<file path="src/rtl/shift_add_mac_if.sv">
// Bus between the shift-add multiply-accumulate unit and its requester.
// Handshake: start is a level request taken only when the unit is idle. done
// qualifies product and stays high until the next request is accepted.
// A request is re-armed only after start has been seen low.
interface shift_add_mac_if #(
  parameter int N = 64,
  parameter int M = 64
);
  logic             start;
  logic [N-1:0]     multiplicand;
  logic [M-1:0]     multiplier;
  logic [M-1:0]     addend;
  logic [N+M-1:0]   product;
  logic             done;
  logic             busy;
  logic [7:0]       cnt;
  logic [1:0]       state;

  modport master (
    output start, multiplicand, multiplier, addend,
    input  product, done, busy, cnt, state
  );

  modport slave (
    input  start, multiplicand, multiplier, addend,
    output product, done, busy, cnt, state
  );
endinterface

</file>
<file path="src/rtl/shift_add_mac.sv">
// Sequential unsigned multiply-accumulate: product = A*B + C.
// One multiplier bit is consumed per clock, so a result takes M+1 cycles.
module shift_add_mac #(
  parameter int N = 64,
  parameter int M = 64
) (
  input  logic               clk,
  input  logic               rst_n,
  shift_add_mac_if.slave     bus
);

  localparam int W = N + M;
  localparam logic [7:0] M_CNT = 8'(M);

  typedef enum logic [1:0] {
    IDLE = 2'd0,
    CALC = 2'd1,
    DONE = 2'd2
  } state_t;

  state_t         state_q;
  state_t         state_d;
  logic [N-1:0]   a_reg;
  logic [M-1:0]   b_reg;
  logic [W-1:0]   product_q;
  logic [7:0]     cnt_q;
  logic           done_q;
  logic           busy_q;

  logic           load;
  logic           step;
  logic           finish;
  logic [M-1:0]   b_shift;
  logic [W-1:0]   a_ext;

  assign b_shift = b_reg >> cnt_q;
  assign a_ext   = {{M{1'b0}}, a_reg};

  always_ff @(posedge clk or negedge rst_n) begin
    if (!rst_n) begin
      state_q <= IDLE;
    end else begin
      state_q <= state_d;
    end
  end

  always_comb begin
    state_d = state_q;
    load    = 1'b0;
    step    = 1'b0;
    finish  = 1'b0;
    case (state_q)
      IDLE: begin
        if (bus.start) begin
          state_d = CALC;
          load    = 1'b1;
        end
      end
      CALC: begin
        if (cnt_q == M_CNT) begin
          state_d = DONE;
          finish  = 1'b1;
        end else begin
          step = 1'b1;
        end
      end
      DONE: begin
        // Leaving DONE needs start low, so a held request cannot retrigger.
        if (!bus.start) begin
          state_d = IDLE;
        end
      end
      default: state_d = IDLE;
    endcase
  end

  always_ff @(posedge clk or negedge rst_n) begin
    if (!rst_n) begin
      a_reg     <= '0;
      b_reg     <= '0;
      product_q <= '0;
      cnt_q     <= '0;
      done_q    <= 1'b0;
      busy_q    <= 1'b0;
    end else if (load) begin
      a_reg     <= bus.multiplicand;
      b_reg     <= bus.multiplier;
      product_q <= {{N{1'b0}}, bus.addend};
      cnt_q     <= '0;
      done_q    <= 1'b0;
      busy_q    <= 1'b1;
    end else if (step) begin
      if (b_shift[0]) begin
        product_q <= product_q + (a_ext << cnt_q);
      end
      cnt_q <= cnt_q + 8'd1;
    end else if (finish) begin
      done_q <= 1'b1;
      busy_q <= 1'b0;
    end
  end

  assign bus.product = product_q;
  assign bus.done    = done_q;
  assign bus.busy    = busy_q;
  assign bus.cnt     = cnt_q;
  assign bus.state   = state_q;

endmodule
</file>
<file path="src/flat_wrapper.sv">
// flat-port wrapper written by rule: the top's interface ports become plain ports
module shift_add_mac_flat 
#(
  parameter int N = 64,
  parameter int M = 64
)
  (clk, rst_n, bus_start, bus_multiplicand, bus_multiplier, bus_addend, bus_product, bus_done, bus_busy, bus_cnt, bus_state);
  shift_add_mac_if #(.N(N), .M(M)) bus_i ();
  input  logic clk;
  input  logic rst_n;
  input wire logic [$bits(bus_i.start)-1:0] bus_start;
  input wire logic [$bits(bus_i.multiplicand)-1:0] bus_multiplicand;
  input wire logic [$bits(bus_i.multiplier)-1:0] bus_multiplier;
  input wire logic [$bits(bus_i.addend)-1:0] bus_addend;
  output wire logic [$bits(bus_i.product)-1:0] bus_product;
  output wire logic [$bits(bus_i.done)-1:0] bus_done;
  output wire logic [$bits(bus_i.busy)-1:0] bus_busy;
  output wire logic [$bits(bus_i.cnt)-1:0] bus_cnt;
  output wire logic [$bits(bus_i.state)-1:0] bus_state;
  assign bus_i.start = bus_start;
  assign bus_i.multiplicand = bus_multiplicand;
  assign bus_i.multiplier = bus_multiplier;
  assign bus_i.addend = bus_addend;
  assign bus_product = bus_i.product;
  assign bus_done = bus_i.done;
  assign bus_busy = bus_i.busy;
  assign bus_cnt = bus_i.cnt;
  assign bus_state = bus_i.state;
  shift_add_mac #(.N(N), .M(M)) u_core (.clk(clk), .rst_n(rst_n), .bus(bus_i));
endmodule
</file>
<file path="config.mk">
export PLATFORM = sky130hd
export DESIGN_NAME = shift_add_mac_flat
export DESIGN_NICKNAME = d
export VERILOG_FILES = /design/src/rtl/shift_add_mac_if.sv /design/src/rtl/shift_add_mac.sv /design/src/flat_wrapper.sv
export SDC_FILE = /design/constraint.sdc
export NUM_CORES = 1
export LEC_CHECK = 0
export ABC_AREA = 1
export CAP_MARGIN = 10
export CORE_ASPECT_RATIO = 2
export CORE_UTILIZATION = 35
export DETAILED_ROUTE_END_ITERATION = 10
export PLACE_DENSITY = 0.55
export REMOVE_ABC_BUFFERS = 1
export SETUP_SLACK_MARGIN = 0.1
export SLEW_MARGIN = 10
export SYNTH_ARGS = -nofsm -noshare
export SYNTH_HDL_FRONTEND = slang
export SYNTH_SLANG_ARGS = --single-unit
</file>
<file path="constraint.sdc">
create_clock -name clk -period 3.51 [get_ports clk]
set_input_delay 0.8775 -clock clk [delete_from_list [all_inputs] [get_ports clk]]
set_output_delay 0.8775 -clock clk [all_outputs]
set_load 0.005 [all_outputs]
</file>
==> results of run 1 <==
[synthesized netlist by cell type, types with 10 or more instances]
library cell / number
nand2_1: 1922
nand3_1: 612
inv_1: 601
nor2_1: 544
dfrtp_1: 268
a21oi_1: 239
o21ai_0: 217
ha_1: 129
o21ai_1: 104
clkbuf_1: 74
xor2_1: 63
buf_1: 47
o21bai_1: 41
buf_2: 40
nor3_1: 40
nand4_1: 38
nand3b_1: 29
o211ai_1: 22
buf_6: 20
o22ai_1: 17
o21a_1: 15
or2_1: 13
buf_4: 12
a31oi_1: 10
[metal layers]
layer | GRT usage | overflow
met1 | 0.462 | 0
met2 | 0.846 | 1
met3 | 0.193 | 0
met4 | 0.594 | 0
met5 | 0.0113 | 0
[stage by stage]
stage	hold slack [ns]	worst slack (ns)
2_1_floorplan	0.437	-9.77
3_3_place_gp	0.450	-2.13
3_5_place_dp	0.454	-2.19
4_1_cts	0.201	-1.12
[cell families after synthesis]
family / synth area share
and+or+nand+nor: 0.452
buffers and inverters: 0.112
AOI/OAI and AO/OA: 0.129
DFF: 0.230
adders and majority gates: 0.0561
xor gates and xnor gates: 0.0189
muxes: 0.00172
[timing repair]
item                                    4_1_cts
pin swaps                                    37
setup buffers                                20
hold endpoints to repair                      0
resized for setup                           506
hold buffers                                  0
gates cloned                                  1
endpoints found under the setup margin      123
==> results.py, run 1 <==
metrics = {
    "run_status": {
        "error": "[ERROR GRT-0232] Routing congestion too high. Check the congestion heatmap in the GUI.",
        "status": "stopped before the end",
        "haltStage": "5_1_grt",
    },
    "cts": {
        "cts_htree_levels": 1,
        "cts_buffer_depth": 3,
        "clkSinkCount": 268,
        "numCtsBuffers": 30,
        "root_buffer": "clkbuf_16",
    },
    "grt": {
        "grt_usage": 0.521,
        "grt_max_degree": 100,
        "overflow": 1,
    },
    "placement": {
        "gp_congestion": 1.17,
        "dp_cells": 7750,
        "dp_hpwl_mm": 173,
        "io_buffer_count": 334,
        "post_dp_cell_area_mm2": 0.0441,
    },
    "synth": {
        "postSynthCellCount": 5177,
        "synth_top_area_cell": "nand2_1",
        "yosysWarningCount": 0,
        "syn_area_per_cell_um2": 5.63,
        "async_reset_ff_frac": 1.00,
        "synth.top_cells.by_area": "nand2_1, dfrtp_1, nand3_1",
        "synthDistinctLibCells": 47,
        "ys_seq_area_frac": 0.230,
        "synth_ff_type": "dfrtp_1",
        "synth-edff-count": 0,
        "ys_ff_latch": 268,
        "yosysTopAreaCellShare": 0.247,
        "netlist_area_mm2": 0.0292,
    },
    "die": {
        "initial_core_util": 0.354,
        "dieWidth_um": 206,
        "die_y_um": 410,
        "fp-row-count": 149,
        "io_pins": 335,
    },
}
==> run 2: changes to the inputs <==
--- a/config.mk
+++ b/config.mk
@@ -7,12 +7,10 @@
 export LEC_CHECK = 0
 export ABC_AREA = 1
 export CAP_MARGIN = 10
-export CORE_ASPECT_RATIO = 2
-export CORE_UTILIZATION = 35
+export CORE_UTILIZATION = 20
 export DETAILED_ROUTE_END_ITERATION = 10
-export PLACE_DENSITY = 0.55
+export PLACE_DENSITY_LB_ADDON = 0.15
 export REMOVE_ABC_BUFFERS = 1
-export SETUP_SLACK_MARGIN = 0.1
 export SLEW_MARGIN = 10
 export SYNTH_ARGS = -nofsm -noshare
 export SYNTH_HDL_FRONTEND = slang
==> constraint.sdc (replaced) <==
create_clock -name clk -period 4.6 [get_ports clk]
set_input_delay 1.15 -clock clk [delete_from_list [all_inputs] [get_ports clk]]
set_output_delay 1.15 -clock clk [all_outputs]
set_load 0.005 [all_outputs]
==> results.py, run 2 <==
metrics = {
    "cts": {
        "clkSinkCount": 268,
        "root_buffer": "clkbuf_16",
        "cts_buffer_depth": 3,
        "clk_pin_slew_ns": 0.06,
        "cts_hold_buf": 0,
        "cts_tree": "done",
        "cts_htree_levels": 2,
        "clock_latency_ns": 0.64,
        "numCtsBuffers": 40,
    },
    "worst_setup_path": {
        "end_kind": "flip-flop",
        "max_stage_delay_ns": 0.55,
        "crit_path_frequent_cell": "nand2_1",
        "crit_arrival_ns": 5.07,
        "cp_max_fo": 9,
        "required_ns": 5.16,
        "path_class": "flip-flop to flip-flop",
        "critPathSlowestCell": "dfrtp_4",
        "start_kind": "flip-flop",
    },
    "synth": {
        "synth_top_family_by_area": "simple AND/OR/NAND/NOR gates",
        "synth_top_area_cell": "nand2_1",
        "synth_xor_xnor_area_share": 0.0189,
        "postSynthCellCount": 5177,
        "syn_area_per_cell_um2": 5.63,
        "netlist_top_cells_count": "nand2_1, nand3_1, inv_1",
        "synthDistinctLibCells": 47,
        "ys_ff_latch": 268,
        "synth.area.mux_share": 0.00172,
        "netlist_area_mm2": 0.0292,
        "synthSimpleGateAreaFrac": 0.452,
        "synth_ff_type": "dfrtp_1",
        "synth.top_cells.by_area": "nand2_1, dfrtp_1, nand3_1",
        "synth-edff-count": 0,
        "yosysTopAreaCellShare": 0.247,
        "yosysWarningCount": 0,
        "synth_fa_ha_area_frac": 0.0561,
        "async_reset_ff_frac": 1.00,
        "ys_seq_area_frac": 0.230,
        "synth_most_common_cell": "nand2_1",
        "synth_compound_area_frac": 0.129,
    },
    "die": {
        "initial_core_util": 0.202,
        "die_y_um": 384,
        "core_area_mm2": 0.144,
        "io_pins": 335,
        "dieWidth_um": 384,
        "die-area_mm2": 0.147,
        "fp-row-count": 139,
    },
    "grt": {
        "grt_pass1_wl_mm": 260,
        "antenna_found_initial": 9,
        "overflow": 0,
        "grt_usage": 0.243,
        "grt_max_degree": 118,
        "grt_pass1_vias": 38002,
    },
    "detailed_routing": {
        "wire_per_inst_um": 22.3,
        "drt-total-wl_mm": 186,
        "routed_via_density": 4.67,
        "ant_nets": 0,
        "vias": 38891,
        "drtIter0Drc": 2948,
        "dr.pass1.iters": 5,
        "drc_errors": 0,
    },
    "sta": {
        "fmax_mhz": 222,
        "min_period_ns": 4.51,
        "slew_violations": 0,
        "worst_slew_pin_slew_ns": 0.814,
        "rsz0062_at_grt": "yes",
        "finClkSkew_ns": 0.0404,
        "finalSetupViolCount": 0,
        "period_share": 0.981,
        "report.final.hold_viol_count": 0,
        "maxSlewHeadroom": 0.457,
        "worst_slack_ns": 0.0861,
    },
    "placement": {
        "io_buffer_count": 334,
        "dp_slack_ns": -0.664,
        "dp_hpwl_mm": 157,
        "gp_congestion": 0.996,
    },
    "cells_and_area": {
        "final_nets": 6714,
        "area_growth_pct": 59.6,
        "drive_gt1_frac": 0.276,
        "num_antenna_cells": 0,
        "fillers": 16320,
        "largest_register_ffs": 128,
        "final_common_cell": "nand2_1",
        "most-common-layout-cells": "nand2_1, buf_4, nand3_1",
    },
    "run_status": {
        "status": "finished, final reports clean",
    },
    "job": {
        "max_cap_viol_count": 0,
    },
    "min_path": {
        "min_path_type": "flip-flop to flip-flop",
    },
}
-- run 2: cell type report --
cell class	count	area [um^2]	area share
repair buffers	1362	11500	0.248
well taps	1903	2380	0.0512
inverters	612	2320	0.0499
repair inverters	1	16.3	0.000350
flip-flops and latches	268	6720	0.144
clock inverters	20	297	0.00637
multi-input cells	4104	22100	0.476
clock buffers	51	1130	0.0243
-- run 2: per-layer routing --
metal / vias up / track usage / wire length [um]
met3: 218 / 0.0257 / 9580
li1: 18996 / - / -
met5: - / 0 / 37
met1: 18573 / 0.329 / 84300
met4: 4 / 0.0802 / 6660
met2: 1100 / 0.401 / 85000
-- run 2: kinds of logic after synthesis --
family                     count (synthesis)
AOI/OAI and AO/OA                        689
xor gates and xnor gates                  63
adders and majority gates                130
buffers and inverters                    805
DFF                                      268
muxes                                      5
and+or+nand+nor                         3217
-- run 2: path summary, 6_finish.rpt --
path	start	endpoint	slack, ns	cells after the start
max	u_core.bus.cnt[0]	u_core.bus.product[103]	0.09	28
min	u_core.b_reg[22]	u_core.b_reg[22]	0.47	2
max reg2reg	u_core.bus.cnt[0]	u_core.bus.product[103]	0.09	28
min reg2reg	u_core.b_reg[22]	u_core.b_reg[22]	0.47	2
max in group asynchronous	rst_n	u_core.a_reg[57]	2.81	2
min in group asynchronous	rst_n	u_core.bus.product[26]	0.58	1
-- run 2: per-stage QoR --
stage               cells  hold slack [ns]   util  TNS [ns]  cell area (um^2)
CTS                  8297            0.469  0.304   -0.0364             43800
global route         8321            0.486  0.323     -1.96             46500
floorplan            4984            0.437      -  -2221.09             28200
detailed placement   8217            0.454  0.290    -18.49             41800
global placement     8217            0.452  0.290    -18.14             41800
finish               8321            0.466  0.323         0             46500
-- run 2: what timing repair did --
action	4_1_cts	5_1_grt
resized for setup	148	690
pin swaps	11	83
cloned	0	2
setup buffers	9	22
endpoints found under the setup margin	97	101
-- run 2: critical path: cells and delay by family (launching register included) --
| family | cells | cell delay (ns) |
|---|---|---|
| simple gates | 13 | 1.55 |
| compound gates | 6 | 1.04 |
| buf+inv | 8 | 0.97 |
| flops | 1 | 0.55 |
| fa+ha+maj | 1 | 0.31 |
Power of run 2 is left out: the tool's default activity adds up to more than one toggle a clock period on the data nets, which glitch-free logic cannot reach.
